### src/rtl/fht_sched_pkg.sv
// Shared state type and bank-ordering helper for the FHT frame scheduler.
package fht_sched_pkg;

  typedef enum logic [2:0] {
    LOAD,
    START,
    WAIT_BUSY,
    WAIT_DONE,
    RD_ADDR,
    RD_WAIT,
    RD_HOLD
  } sched_state_t;

  // Banks are filled in bit-reversed order so the FHT sees its input permutation for free.
  function automatic logic [3:0] bank_we(input logic [1:0] bank);
    logic [1:0] rev;
    rev = {bank[0], bank[1]};
    return 4'b0001 << rev;
  endfunction

endpackage

### src/rtl/fht_frame_sched_if.sv
// Bus between the frame scheduler (master) and the four-bank FHT core (slave).
interface fht_frame_sched_if #(
  parameter int D_BIT = 16,
  parameter int A_BIT = 8
);
  logic             oFHT_START;
  logic [D_BIT-2:0] oFHT_DATA;
  logic [A_BIT-1:0] oFHT_ADDR_WR;
  logic [3:0]       oFHT_WE;
  logic [A_BIT-1:0] oFHT_ADDR_RD;
  logic             iFHT_RDY;
  logic [D_BIT-1:0] iFHT_DATA_0;
  logic [D_BIT-1:0] iFHT_DATA_1;
  logic [D_BIT-1:0] iFHT_DATA_2;
  logic [D_BIT-1:0] iFHT_DATA_3;

  modport master (
    output oFHT_START, oFHT_DATA, oFHT_ADDR_WR, oFHT_WE, oFHT_ADDR_RD,
    input  iFHT_RDY, iFHT_DATA_0, iFHT_DATA_1, iFHT_DATA_2, iFHT_DATA_3
  );

  modport slave (
    input  oFHT_START, oFHT_DATA, oFHT_ADDR_WR, oFHT_WE, oFHT_ADDR_RD,
    output iFHT_RDY, iFHT_DATA_0, iFHT_DATA_1, iFHT_DATA_2, iFHT_DATA_3
  );
endinterface

### src/rtl/fht_res_reader.sv
// Walks the FHT result banks word by word, waiting out the read latency and
// holding each word until the consumer accepts it. LOAD doubles as idle here.
module fht_res_reader
  import fht_sched_pkg::*;
#(
  parameter int D_BIT  = 16,
  parameter int A_BIT  = 8,
  parameter int RD_LAT = 2
) (
  input  logic             clk,
  input  logic             rst_n,
  input  logic             go,
  input  logic             res_ready,
  input  logic [D_BIT-1:0] rd_data_0,
  input  logic [D_BIT-1:0] rd_data_1,
  input  logic [D_BIT-1:0] rd_data_2,
  input  logic [D_BIT-1:0] rd_data_3,
  output logic [A_BIT-1:0] rd_addr,
  output logic [A_BIT-1:0] res_addr,
  output logic [D_BIT-1:0] res_data_0,
  output logic [D_BIT-1:0] res_data_1,
  output logic [D_BIT-1:0] res_data_2,
  output logic [D_BIT-1:0] res_data_3,
  output logic             res_valid,
  output logic             res_last,
  output logic             done
);
  localparam int LW = (RD_LAT > 1) ? $clog2(RD_LAT) : 1;
  localparam logic [LW-1:0] LAT_LAST = LW'(RD_LAT - 1);

  sched_state_t  state;
  logic [LW-1:0] lat_cnt;

  assign done = (state == RD_HOLD) && res_ready && res_last;

  always_ff @(posedge clk or negedge rst_n) begin
    if (!rst_n) begin
      state      <= LOAD;
      lat_cnt    <= '0;
      rd_addr    <= '0;
      res_addr   <= '0;
      res_data_0 <= '0;
      res_data_1 <= '0;
      res_data_2 <= '0;
      res_data_3 <= '0;
      res_valid  <= 1'b0;
      res_last   <= 1'b0;
    end else begin
      case (state)
        LOAD: begin
          if (go) begin
            rd_addr <= '0;
            state   <= RD_ADDR;
          end
        end
        RD_ADDR: begin
          lat_cnt <= '0;
          state   <= RD_WAIT;
        end
        RD_WAIT: begin
          if (lat_cnt == LAT_LAST) begin
            res_data_0 <= rd_data_0;
            res_data_1 <= rd_data_1;
            res_data_2 <= rd_data_2;
            res_data_3 <= rd_data_3;
            res_addr   <= rd_addr;
            res_last   <= (rd_addr == '1);
            res_valid  <= 1'b1;
            state      <= RD_HOLD;
          end else begin
            lat_cnt <= lat_cnt + 1'b1;
          end
        end
        RD_HOLD: begin
          if (res_ready) begin
            res_valid <= 1'b0;
            res_last  <= 1'b0;
            if (res_last) begin
              state <= LOAD;
            end else begin
              rd_addr <= rd_addr + 1'b1;
              state   <= RD_ADDR;
            end
          end
        end
        default: state <= LOAD;
      endcase
    end
  end
endmodule

### src/rtl/fht_frame_sched.sv
// Frame scheduler: loads ADC samples into four FHT banks, starts the transform,
// supervises its busy handshake and streams the results out through fht_res_reader.
module fht_frame_sched
  import fht_sched_pkg::*;
#(
  parameter int D_BIT   = 16,
  parameter int A_BIT   = 8,
  parameter int RD_LAT  = 2,
  parameter int BUSY_TO = 16
) (
  input  logic               iCLK,
  input  logic               iRESET,
  input  logic [D_BIT-2:0]   iADC_DATA,
  input  logic               iADC_VALID,
  input  logic               iCLR_FLAGS,
  input  logic               iRES_READY,
  fht_frame_sched_if.master  fht,
  output logic [D_BIT-1:0]   oRES_DATA_0,
  output logic [D_BIT-1:0]   oRES_DATA_1,
  output logic [D_BIT-1:0]   oRES_DATA_2,
  output logic [D_BIT-1:0]   oRES_DATA_3,
  output logic [A_BIT-1:0]   oRES_ADDR,
  output logic               oRES_VALID,
  output logic               oRES_LAST,
  output logic               oBUSY,
  output logic               oOVF,
  output logic               oERR,
  output logic [15:0]        oFRAME_CNT
);
  localparam int CW = A_BIT + 2;
  localparam int TW = $clog2(BUSY_TO + 1);
  localparam logic [TW-1:0] TO_LAST = TW'(BUSY_TO - 1);

  // The top FSM parks in RD_ADDR for the whole read-out; the reader owns the finer RD_* steps.
  sched_state_t     state;
  logic [CW-1:0]    smp_cnt;
  logic [TW-1:0]    to_cnt;
  logic             rd_go;
  logic             rd_done;
  logic             drop;
  logic             timeout;
  logic [A_BIT-1:0] rd_addr;

  assign rd_go   = (state == WAIT_DONE) && fht.iFHT_RDY;
  assign drop    = iADC_VALID && (state != LOAD);
  assign timeout = (state == WAIT_BUSY) && fht.iFHT_RDY && (to_cnt == TO_LAST);
  assign oBUSY   = (state != LOAD);
  assign fht.oFHT_ADDR_RD = rd_addr;

  always_ff @(posedge iCLK or negedge iRESET) begin
    if (!iRESET) begin
      state            <= LOAD;
      smp_cnt          <= '0;
      to_cnt           <= '0;
      oFRAME_CNT       <= '0;
      fht.oFHT_START   <= 1'b0;
      fht.oFHT_WE      <= '0;
      fht.oFHT_DATA    <= '0;
      fht.oFHT_ADDR_WR <= '0;
    end else begin
      fht.oFHT_START <= 1'b0;
      fht.oFHT_WE    <= '0;
      case (state)
        LOAD: begin
          if (iADC_VALID) begin
            fht.oFHT_WE      <= bank_we(smp_cnt[CW-1:A_BIT]);
            fht.oFHT_DATA    <= iADC_DATA;
            fht.oFHT_ADDR_WR <= smp_cnt[A_BIT-1:0];
            smp_cnt          <= smp_cnt + 1'b1;
            if (smp_cnt == '1) state <= START;
          end
        end
        START: begin
          fht.oFHT_START <= 1'b1;
          to_cnt         <= '0;
          state          <= WAIT_BUSY;
        end
        WAIT_BUSY: begin
          if (!fht.iFHT_RDY) state <= WAIT_DONE;
          else if (timeout)  state <= LOAD;
          else               to_cnt <= to_cnt + 1'b1;
        end
        WAIT_DONE: begin
          if (rd_go) state <= RD_ADDR;
        end
        RD_ADDR: begin
          if (rd_done) begin
            oFRAME_CNT <= oFRAME_CNT + 16'd1;
            state      <= LOAD;
          end
        end
        default: state <= LOAD;
      endcase
    end
  end

  // Sticky flags: a new event in the same cycle as a clear keeps the flag set.
  always_ff @(posedge iCLK or negedge iRESET) begin
    if (!iRESET) begin
      oOVF <= 1'b0;
      oERR <= 1'b0;
    end else begin
      if (drop)            oOVF <= 1'b1;
      else if (iCLR_FLAGS) oOVF <= 1'b0;
      if (timeout)         oERR <= 1'b1;
      else if (iCLR_FLAGS) oERR <= 1'b0;
    end
  end

  fht_res_reader #(
    .D_BIT (D_BIT),
    .A_BIT (A_BIT),
    .RD_LAT(RD_LAT)
  ) u_reader (
    .clk       (iCLK),
    .rst_n     (iRESET),
    .go        (rd_go),
    .res_ready (iRES_READY),
    .rd_data_0 (fht.iFHT_DATA_0),
    .rd_data_1 (fht.iFHT_DATA_1),
    .rd_data_2 (fht.iFHT_DATA_2),
    .rd_data_3 (fht.iFHT_DATA_3),
    .rd_addr   (rd_addr),
    .res_addr  (oRES_ADDR),
    .res_data_0(oRES_DATA_0),
    .res_data_1(oRES_DATA_1),
    .res_data_2(oRES_DATA_2),
    .res_data_3(oRES_DATA_3),
    .res_valid (oRES_VALID),
    .res_last  (oRES_LAST),
    .done      (rd_done)
  );
endmodule

### src/flat_wrapper.sv
// flat-port wrapper written by rule: the top's interface ports become plain ports
module fht_frame_sched_flat import fht_sched_pkg::*;
#(
  parameter int D_BIT   = 16,
  parameter int A_BIT   = 8,
  parameter int RD_LAT  = 2,
  parameter int BUSY_TO = 16
)
  (iCLK, iRESET, iADC_DATA, iADC_VALID, iCLR_FLAGS, iRES_READY, oRES_DATA_0, oRES_DATA_1, oRES_DATA_2, oRES_DATA_3, oRES_ADDR, oRES_VALID, oRES_LAST, oBUSY, oOVF, oERR, oFRAME_CNT, fht_oFHT_START, fht_oFHT_DATA, fht_oFHT_ADDR_WR, fht_oFHT_WE, fht_oFHT_ADDR_RD, fht_iFHT_RDY, fht_iFHT_DATA_0, fht_iFHT_DATA_1, fht_iFHT_DATA_2, fht_iFHT_DATA_3);
  fht_frame_sched_if #(.D_BIT(D_BIT), .A_BIT(A_BIT)) fht_i ();
  input  logic iCLK;
  input  logic iRESET;
  input  logic [D_BIT-2:0] iADC_DATA;
  input  logic iADC_VALID;
  input  logic iCLR_FLAGS;
  input  logic iRES_READY;
  output logic [D_BIT-1:0] oRES_DATA_0;
  output logic [D_BIT-1:0] oRES_DATA_1;
  output logic [D_BIT-1:0] oRES_DATA_2;
  output logic [D_BIT-1:0] oRES_DATA_3;
  output logic [A_BIT-1:0] oRES_ADDR;
  output logic oRES_VALID;
  output logic oRES_LAST;
  output logic oBUSY;
  output logic oOVF;
  output logic oERR;
  output logic [15:0] oFRAME_CNT;
  output wire logic [$bits(fht_i.oFHT_START)-1:0] fht_oFHT_START;
  output wire logic [$bits(fht_i.oFHT_DATA)-1:0] fht_oFHT_DATA;
  output wire logic [$bits(fht_i.oFHT_ADDR_WR)-1:0] fht_oFHT_ADDR_WR;
  output wire logic [$bits(fht_i.oFHT_WE)-1:0] fht_oFHT_WE;
  output wire logic [$bits(fht_i.oFHT_ADDR_RD)-1:0] fht_oFHT_ADDR_RD;
  input wire logic [$bits(fht_i.iFHT_RDY)-1:0] fht_iFHT_RDY;
  input wire logic [$bits(fht_i.iFHT_DATA_0)-1:0] fht_iFHT_DATA_0;
  input wire logic [$bits(fht_i.iFHT_DATA_1)-1:0] fht_iFHT_DATA_1;
  input wire logic [$bits(fht_i.iFHT_DATA_2)-1:0] fht_iFHT_DATA_2;
  input wire logic [$bits(fht_i.iFHT_DATA_3)-1:0] fht_iFHT_DATA_3;
  assign fht_oFHT_START = fht_i.oFHT_START;
  assign fht_oFHT_DATA = fht_i.oFHT_DATA;
  assign fht_oFHT_ADDR_WR = fht_i.oFHT_ADDR_WR;
  assign fht_oFHT_WE = fht_i.oFHT_WE;
  assign fht_oFHT_ADDR_RD = fht_i.oFHT_ADDR_RD;
  assign fht_i.iFHT_RDY = fht_iFHT_RDY;
  assign fht_i.iFHT_DATA_0 = fht_iFHT_DATA_0;
  assign fht_i.iFHT_DATA_1 = fht_iFHT_DATA_1;
  assign fht_i.iFHT_DATA_2 = fht_iFHT_DATA_2;
  assign fht_i.iFHT_DATA_3 = fht_iFHT_DATA_3;
  fht_frame_sched #(.D_BIT(D_BIT), .A_BIT(A_BIT), .RD_LAT(RD_LAT), .BUSY_TO(BUSY_TO)) u_core (.iCLK(iCLK), .iRESET(iRESET), .iADC_DATA(iADC_DATA), .iADC_VALID(iADC_VALID), .iCLR_FLAGS(iCLR_FLAGS), .iRES_READY(iRES_READY), .fht(fht_i), .oRES_DATA_0(oRES_DATA_0), .oRES_DATA_1(oRES_DATA_1), .oRES_DATA_2(oRES_DATA_2), .oRES_DATA_3(oRES_DATA_3), .oRES_ADDR(oRES_ADDR), .oRES_VALID(oRES_VALID), .oRES_LAST(oRES_LAST), .oBUSY(oBUSY), .oOVF(oOVF), .oERR(oERR), .oFRAME_CNT(oFRAME_CNT));
endmodule
### config.mk
export PLATFORM = sky130hd
export DESIGN_NAME = fht_frame_sched_flat
export DESIGN_NICKNAME = d
export VERILOG_FILES = /design/src/rtl/fht_sched_pkg.sv /design/src/rtl/fht_frame_sched_if.sv /design/src/rtl/fht_res_reader.sv /design/src/rtl/fht_frame_sched.sv /design/src/flat_wrapper.sv
export SDC_FILE = /design/constraint.sdc
export NUM_CORES = 1
export LEC_CHECK = 0
export CORE_UTILIZATION = 36
export CTS_CLUSTER_DIAMETER = 60
export DETAILED_ROUTE_END_ITERATION = 12
export GPL_TIMING_DRIVEN = 0
export HOLD_SLACK_MARGIN = 0.12
export PLACE_DENSITY_LB_ADDON = 0.1
export SLEW_MARGIN = 20
export SYNTH_ARGS = -nofsm -noshare
export SYNTH_HDL_FRONTEND = slang
export SYNTH_SLANG_ARGS = --single-unit
export TNS_END_PERCENT = 10
### constraint.sdc
create_clock -name iCLK -period 1.8 [get_ports iCLK]
set_input_delay 0.36 -clock iCLK [delete_from_list [all_inputs] [get_ports iCLK]]
set_output_delay 0.36 -clock iCLK [all_outputs]
set_load 0.02 [all_outputs]
; Yosys cells after proc, flatten, opt, wreduce, memory -nomap -nowiden
; Index checks and enable logic that the tools add are counted.
[classes]
addsub = 5
eq_ne = 21
shifts = 1
muxes = 31
n_reduce_logical = 23
[ops]
columns = cell, count
row1 = 2-to-1 mux 3 bit, 9
row2 = 2-to-1 mux 8 bit, 3
row3 = adder 16 x 1 -> 16 bit (second input constant), 1
row4 = case mux 8 bit (2 select lines), 1
row5 = case mux 3 bit (5 select lines), 1
row6 = == test 3 bit (second input constant), 4
row7 = inequality test 2 bit (second input constant), 6
row8 = case mux 3 bit (4 select lines), 1
row9 = nonzero test 2 bit, 6
row10 = adder 10 x 1 -> 10 bit (second input constant), 1
row11 = == test 10 bit (second input constant), 1
row12 = 2-to-1 mux 5 bit, 2
row13 = case mux 5 bit (2 select lines), 1
row14 = AND reduction 3 bit, 3
row15 = adder 8 x 1 -> 8 bit (second input constant), 1
row16 = == test 8 bit (second input constant), 1
row17 = 2-to-1 mux 1 bit, 8
row18 = 2-to-1 mux 4 bit, 2
row19 = inequality test 2 x 1 -> 1 bit (second input constant), 4
row20 = == test 3 x 2 -> 1 bit (second input constant), 2
row21 = logical AND 1 bit, 6
row22 = logical NOT 3 bit, 2
row23 = case mux 1 bit (2 select lines), 3
row24 = AND reduction 2 bit, 3
row25 = 9 further kinds, 9
[totals]
reg_bits = 150
out_inout_bits = 129
wordCells = 101

; Logic depth before layout (Yosys ltp)
[depth]
word_depth = 6
ltp_mapped = 7
ltp_nobuf = 6

; By module
; A second synthesis with hierarchy kept.
[unflattened]
hier_cells = 437
area_unflattened_um2 = 6088.3
[by_module_without_submodules]
columns = module, instances, cells_per_inst, area_each_um2
row1 = fht_res_reader, 1, 224, 3373.2
row2 = fht_frame_sched, 1, 213, 2715.1

; Worst setup path before layout
; OpenSTA, ideal clock, no wires.
[synth_timing]
path_type = register -> register
from = register u_core.to_cnt[0]
to = register u_core.to_cnt[3]
arrival_time_ns = 1.665
t_required_ns = 1.672
slack_ns = 0.006
path_stages_with_launch = 7
path_buffers = 0
cell_sequence = dfrtp_1 ha_1 and3_1 ha_1 or4_1 xor2_1 nor2_1
[synth_between]
elab_chain_cells = 4
[synth_lines]
columns = item, line_no
row1 = from (decl), fht_frame_sched.sv:37  ; logic [TW-1:0] to_cnt;
row2 = from (signal assigned), fht_frame_sched.sv:81  ; else to_cnt <= to_cnt + 1'b1;
row3 = adder 5 x 1 -> 5 bit / == test 5 x 4 -> 1 bit (equally long branches), "fht_frame_sched.sv:81, fht_frame_sched.sv:46"
row4 = 2-to-1 mux 5 bit / logical AND 1 bit (equally long branches), "fht_frame_sched.sv:80, fht_frame_sched.sv:46"
row5 = 2-to-1 mux 5 bit / inequality test 2 bit (equally long branches), n/a
row6 = case mux 5 bit (2 select lines) / AND reduction 3 bit (equally long branches), n/a
; Several ways; a longest one is shown, not always the timed one. The select of a mux whose other input is x is not followed.
; A chain may end at the register's enable or synchronous reset.

; Worst setup path in the final report
[layout_timing]
from = register u_core.state[0]
to = output port oBUSY
[layout_between]
elab_chain_cells = 1
[layout_lines]
columns = item, line_no
row1 = from (decl), fht_frame_sched.sv:35  ; sched_state_t state;
row2 = from (signal assigned), fht_frame_sched.sv:52  ; state <= LOAD;
row3 = from (signal assigned), fht_frame_sched.sv:70  ; if (smp_cnt == '1) state <= START;
row4 = from (signal assigned), fht_frame_sched.sv:76  ; state <= WAIT_BUSY;
row5 = nonzero test 3 bit, fht_frame_sched.sv:47  ; assign oBUSY = (state != LOAD);
row6 = to (decl), flat_wrapper.sv:24  ; output logic oBUSY;
; Every way passes these cells.

==> PnR_summary.wiki <==
{| class="wikitable"
! Metric !! Value
|-
| Synthesized netlist net count || ~520
|-
| Maximum buffer depth of the clock tree || 2
|-
| Clock transition at the registers of the reported paths || ~60 ps
|-
| Final-stage net count || about 760
|-
| Power Total || around 0.014 W
|-
| Remaining antenna violation count after routing || 0
|-
| Number of sinks driven by the clock tree || 150
|-
| Share of synthesized area occupied by flip-flops and latches || 0.6197
|-
| Area of the placeable core || 16,520 µm²
|-
| Global routing usage summed across all routing layers || 0.1673
|-
| Kind of start point of the critical path || flop
|-
| Area enclosed by the die boundary || about 17,000 µm²
|-
| DRC violation count after routing || 0
|-
| Dpl cell area || between 8000 and 9000 µm²
|-
| Final worst-path cycle share || 1.010
|-
| Area added between synthesis and finish || 51.29%
|-
| Count of state elements after synthesis || 150
|-
| Total setup violations reported at the end of the flow || 2
|-
| Mapped Avg Cell Area || ~14 µm²
|-
| Min Tclk post-route || approximately 1800 ps
|-
| Slew at the pin with the worst max-slew slack || 492.6 ps
|-
| Weighted congestion reported at the end of routability-driven placement || approximately 0.74
|-
| Pwr dens || between 1500 and 2000 nW/µm²
|-
| Iteration-0 DRC Markers || 108
|-
| Data required time at the worst endpoint || 1440 ps
|-
| Max frequency || about 0.55 GHz
|-
| Y dimension of the die || 131.7 µm
|-
| Total vias in the final route || approximately 4.3k
|-
| Wire length reported by the detailed router || between 10,000 and 15,000 µm
|-
| Count of unique library cells instantiated by Yosys || 44
|-
| Cells after Synth || about 430
|-
| PortBufs || around 210
|-
| Violated checks || setup timing
|-
| Global route overflow || 0
|-
| Status || complete, but fails checks
|-
| Post-synthesis cell area || roughly 6100 µm²
|-
| Clk root buf || sky130_fd_sc_hd__clkbuf_16
|-
| Share of post-route cells with drive strength above 1 || 0.2375
|-
| Rows || between 40 and 50
|-
| Leak pwr || 4.228 nW
|-
| Final Hold Violating Endpoints || 0
|-
| First-pass GRT wire length || around 23,000 µm
|-
| Arrival time at the worst endpoint || between 1000 and 1500 ps
|-
| Horizontal extent of the die || around 130 µm
|-
| TritonCTS buffer count || 17
|-
| Via density per instance || approximately 4.7
|-
| Crit end category || primary output
|-
| Yosys warnings || 0
|-
| Clock latency on the worst-skew pair || roughly 420 ps
|-
| Ant. Diodes || 0
|-
| Drt wl/cell || 15.26 µm
|-
| Maxcap violations || 0
|-
| Final clock skew || ~6.3 ps
|-
| Dpl hpwl || roughly 10000 µm
|-
| Area taken by multi-input logic gates || 2230 µm²
|-
| Final design instance area without fill || 9164 µm²
|-
| Detailed Routing Iterations Pass 1 || 4
|-
| CTS tree || done
|-
| H-tree levels || 4
|-
| IO Count || between 200 and 250
|-
| Worst-case headroom to the max-slew limit || 0.6691
|-
| Number of pins exceeding their max-slew limit in the final report || 0
|-
| Setup ws final || -18.08 ps
|-
| Vias in the first global route || between 4k and 5k
|-
| Maximum number of pins on one net before global-route repair || between 100 and 150
|-
| Storage cell area || 3754 µm²
|-
| Filler cell count in the final layout || between 1k and 1.5k
|-
| Initial Utilization || 0.3665
|-
| Min-Delay Path Class || in2async
|-
| Peak ir drop on the vdd network || roughly 0.75 mV
|-
| Category of the most critical setup path || reg2out
|-
| Unrepaired setup endpoints after global routing || true
|-
| Maximum fanout count along the critical path || 8
|-
| Number of antenna violations at the first check in global routing || 0
|}
[cell usage after synthesis]
cell,number,area share
sky130_fd_sc_hd__or3_1,3,0.0031
sky130_fd_sc_hd__ha_1,5,0.010
sky130_fd_sc_hd__nor3_1,9,0.0074
sky130_fd_sc_hd__o22ai_1,1,0.0010
sky130_fd_sc_hd__o32ai_1,1,0.0014
sky130_fd_sc_hd__nand4bb_1,1,0.0019
sky130_fd_sc_hd__nor4_4,1,0.0035
sky130_fd_sc_hd__and3b_1,3,0.0043
sky130_fd_sc_hd__nor4b_4,1,0.0039
sky130_fd_sc_hd__nor4_2,1,0.0021
sky130_fd_sc_hd__buf_2,12,0.0099
sky130_fd_sc_hd__nand4b_4,1,0.0039
sky130_fd_sc_hd__buf_1,1,0.00062
sky130_fd_sc_hd__a21oi_1,4,0.0033
sky130_fd_sc_hd__mux2_2,97,0.18
sky130_fd_sc_hd__clkbuf_1,2,0.0012
sky130_fd_sc_hd__nor4b_1,1,0.0014
sky130_fd_sc_hd__xor2_1,11,0.016
sky130_fd_sc_hd__clkbuf_2,1,0.00083
sky130_fd_sc_hd__and2_1,1,0.0010
sky130_fd_sc_hd__nand2_1,22,0.014
sky130_fd_sc_hd__nand4_1,9,0.0093
sky130_fd_sc_hd__nor2_1,13,0.0081
sky130_fd_sc_hd__o41ai_1,1,0.0014
sky130_fd_sc_hd__o21a_1,1,0.0012
sky130_fd_sc_hd__and4b_1,1,0.0017
sky130_fd_sc_hd__inv_1,9,0.0056
sky130_fd_sc_hd__o31ai_1,1,0.0012
sky130_fd_sc_hd__nor4_1,1,0.0010
sky130_fd_sc_hd__nand3_1,9,0.0074
sky130_fd_sc_hd__nand3b_1,5,0.0062
sky130_fd_sc_hd__and3_1,7,0.0072
sky130_fd_sc_hd__nor3b_1,2,0.0025
sky130_fd_sc_hd__nor3b_2,1,0.0021
sky130_fd_sc_hd__xnor2_1,20,0.029
sky130_fd_sc_hd__nand2b_1,3,0.0031
sky130_fd_sc_hd__mux2i_1,1,0.0017
sky130_fd_sc_hd__a31oi_1,1,0.0010
sky130_fd_sc_hd__or4_1,1,0.0012
sky130_fd_sc_hd__o21ai_0,12,0.0099
sky130_fd_sc_hd__dfrtp_1,150,0.62
sky130_fd_sc_hd__and4_1,2,0.0029
sky130_fd_sc_hd__nand4b_1,2,0.0029
sky130_fd_sc_hd__buf_4,2,0.0025
[repair_timing]
action | CTS | global route
cloned | 0 | 0
resized for setup | 35 | 37
pin swaps | 0 | 2
endpoints found under the hold margin | 50 | 0
hold buffers | 1 | 0
setup buffers | 1 | 2
setup endpoints to repair | 91 | 57
[layout make-up]
class	instances	share of cell area
Buffer	17	0.01434
Sequential cell	150	0.4096
Inverter	9	0.003687
Multi-Input combinational cell	256	0.2433
Tap cell	220	0.03004
Clock inverter	12	0.008875
Timing Repair Buffer	218	0.2414
Clock buffer	20	0.04874
[where the power goes]
part	leakage [nW]	internal (W)	switching, W	total (W)
logic	2.11	0.00324	0.00278	0.00602
registers	1.87	0.00457	0.000664	0.00523
clock network	0.252	0.00179	0.00137	0.00316
[flip-flops by register name, indices dropped and copies added, names as in the netlist]
name	count
u_core.oFRAME_CNT	16
u_core.u_reader.res_data_0	16
u_core.u_reader.res_data_1	16
u_core.u_reader.res_data_2	16
u_core.u_reader.res_data_3	16
u_core.fht.oFHT_DATA	15
u_core.smp_cnt	10
u_core.fht.oFHT_ADDR_WR	8
u_core.u_reader.rd_addr	8
u_core.u_reader.res_addr	8
u_core.to_cnt	5
u_core.fht.oFHT_WE	4
u_core.state	3
u_core.u_reader.state	3
u_core.fht.oFHT_START	1
u_core.oERR	1
u_core.oOVF	1
u_core.u_reader.lat_cnt	1
u_core.u_reader.res_last	1
u_core.u_reader.res_valid	1
[stage by stage]
step / cells / TNS, ps / utilization / hold WS, ps / setup slack, ps
finish: 902 / -18.11 / 0.5546 / 439.4 / -18.08
global route: 902 / -472.2 / 0.5546 / 477.6 / -72.21
CTS: 900 / -159.0 / 0.5466 / 459.0 / -105.1
detailed placement: 867 / -16080 / 0.5142 / 292.3 / -381.0
global placement: 866 / -854720 / 0.5122 / 460.5 / -5631
floorplan: 433 / 0 / - / 64.41 / 6.479
[worst paths after layout]
path                                                   startpoint                                         to  slack [ps]  depth (start not counted)
worst max-delay path                  u_core.state[0]$_DFFE_PN0P_                                      oBUSY         -20                          3
worst min-delay path                                       iRESET  u_core.u_reader.res_data_2[0]$_DFFE_PN0P_         440                          2
worst max register to register       u_core.to_cnt[0]$_DFFE_PN0P_               u_core.to_cnt[3]$_DFFE_PN0P_           0                          6
worst min register to register  u_core.oFRAME_CNT[15]$_DFFE_PN0P_          u_core.oFRAME_CNT[15]$_DFFE_PN0P_         470                          1
max in group asynchronous                                  iRESET            u_core.fht.oFHT_START$_DFF_PN0_         550                          3
min in group iCLK               u_core.oFRAME_CNT[15]$_DFFE_PN0P_          u_core.oFRAME_CNT[15]$_DFFE_PN0P_         470                          1
[cell usage in the layout (no fill, tap or decap), types with 3 or more instances in the layout]
cell type | synthesis | routed
sky130_fd_sc_hd__clkinv_2 | 0 | 5
sky130_fd_sc_hd__nor3_1 | 9 | 9
sky130_fd_sc_hd__mux2_2 | 97 | 97
sky130_fd_sc_hd__dfrtp_1 | 150 | 150
sky130_fd_sc_hd__nand4_1 | 9 | 9
sky130_fd_sc_hd__buf_4 | 2 | 9
sky130_fd_sc_hd__and3_1 | 7 | 6
sky130_fd_sc_hd__xor2_1 | 11 | 11
sky130_fd_sc_hd__nand2_1 | 22 | 22
sky130_fd_sc_hd__buf_6 | 0 | 5
sky130_fd_sc_hd__inv_1 | 9 | 9
sky130_fd_sc_hd__nor2_1 | 13 | 12
sky130_fd_sc_hd__ha_1 | 5 | 4
sky130_fd_sc_hd__xnor2_1 | 20 | 20
sky130_fd_sc_hd__nand3_1 | 9 | 9
sky130_fd_sc_hd__nand2b_1 | 3 | 3
sky130_fd_sc_hd__dlygate4sd2_1 | 0 | 21
sky130_fd_sc_hd__a21oi_1 | 4 | 4
sky130_fd_sc_hd__clkbuf_4 | 0 | 3
sky130_fd_sc_hd__o21ai_0 | 12 | 12
sky130_fd_sc_hd__nand3b_1 | 5 | 5
sky130_fd_sc_hd__clkinvlp_4 | 0 | 4
sky130_fd_sc_hd__dlymetal6s2s_1 | 0 | 16
sky130_fd_sc_hd__clkdlybuf4s50_1 | 0 | 174
sky130_fd_sc_hd__and3b_1 | 3 | 3
sky130_fd_sc_hd__clkbuf_16 | 0 | 17
[metal layers]
| layer | part of all wire | GRT usage | routed length (µm) |
|---|---|---|---|
| met1 | 0.40 | 0.1943 | 5481 |
| met2 | 0.52 | 0.2834 | 7220 |
| met3 | 0.050 | 0.05170 | 695 |
| met4 | 0.027 | 0.07558 | 371 |
| met5 | 0 | 0 | 0 |
[cell families after synthesis]
logic type | synth area share
AOI/OAI and AO/OA | 0.02066
xor gates and xnor gates | 0.04483
adders and majority gates | 0.01033
buffers and inverters | 0.02066
DFF | 0.6197
muxes | 0.1820
and+or+nand+nor | 0.1018
[critical path, cell delays in order (launching register included)]
cell,delay (ps)
sky130_fd_sc_hd__dfrtp_1,390
sky130_fd_sc_hd__buf_6,140
sky130_fd_sc_hd__or3_4,370
sky130_fd_sc_hd__buf_6,140
(Power assumes the default switching activity.)
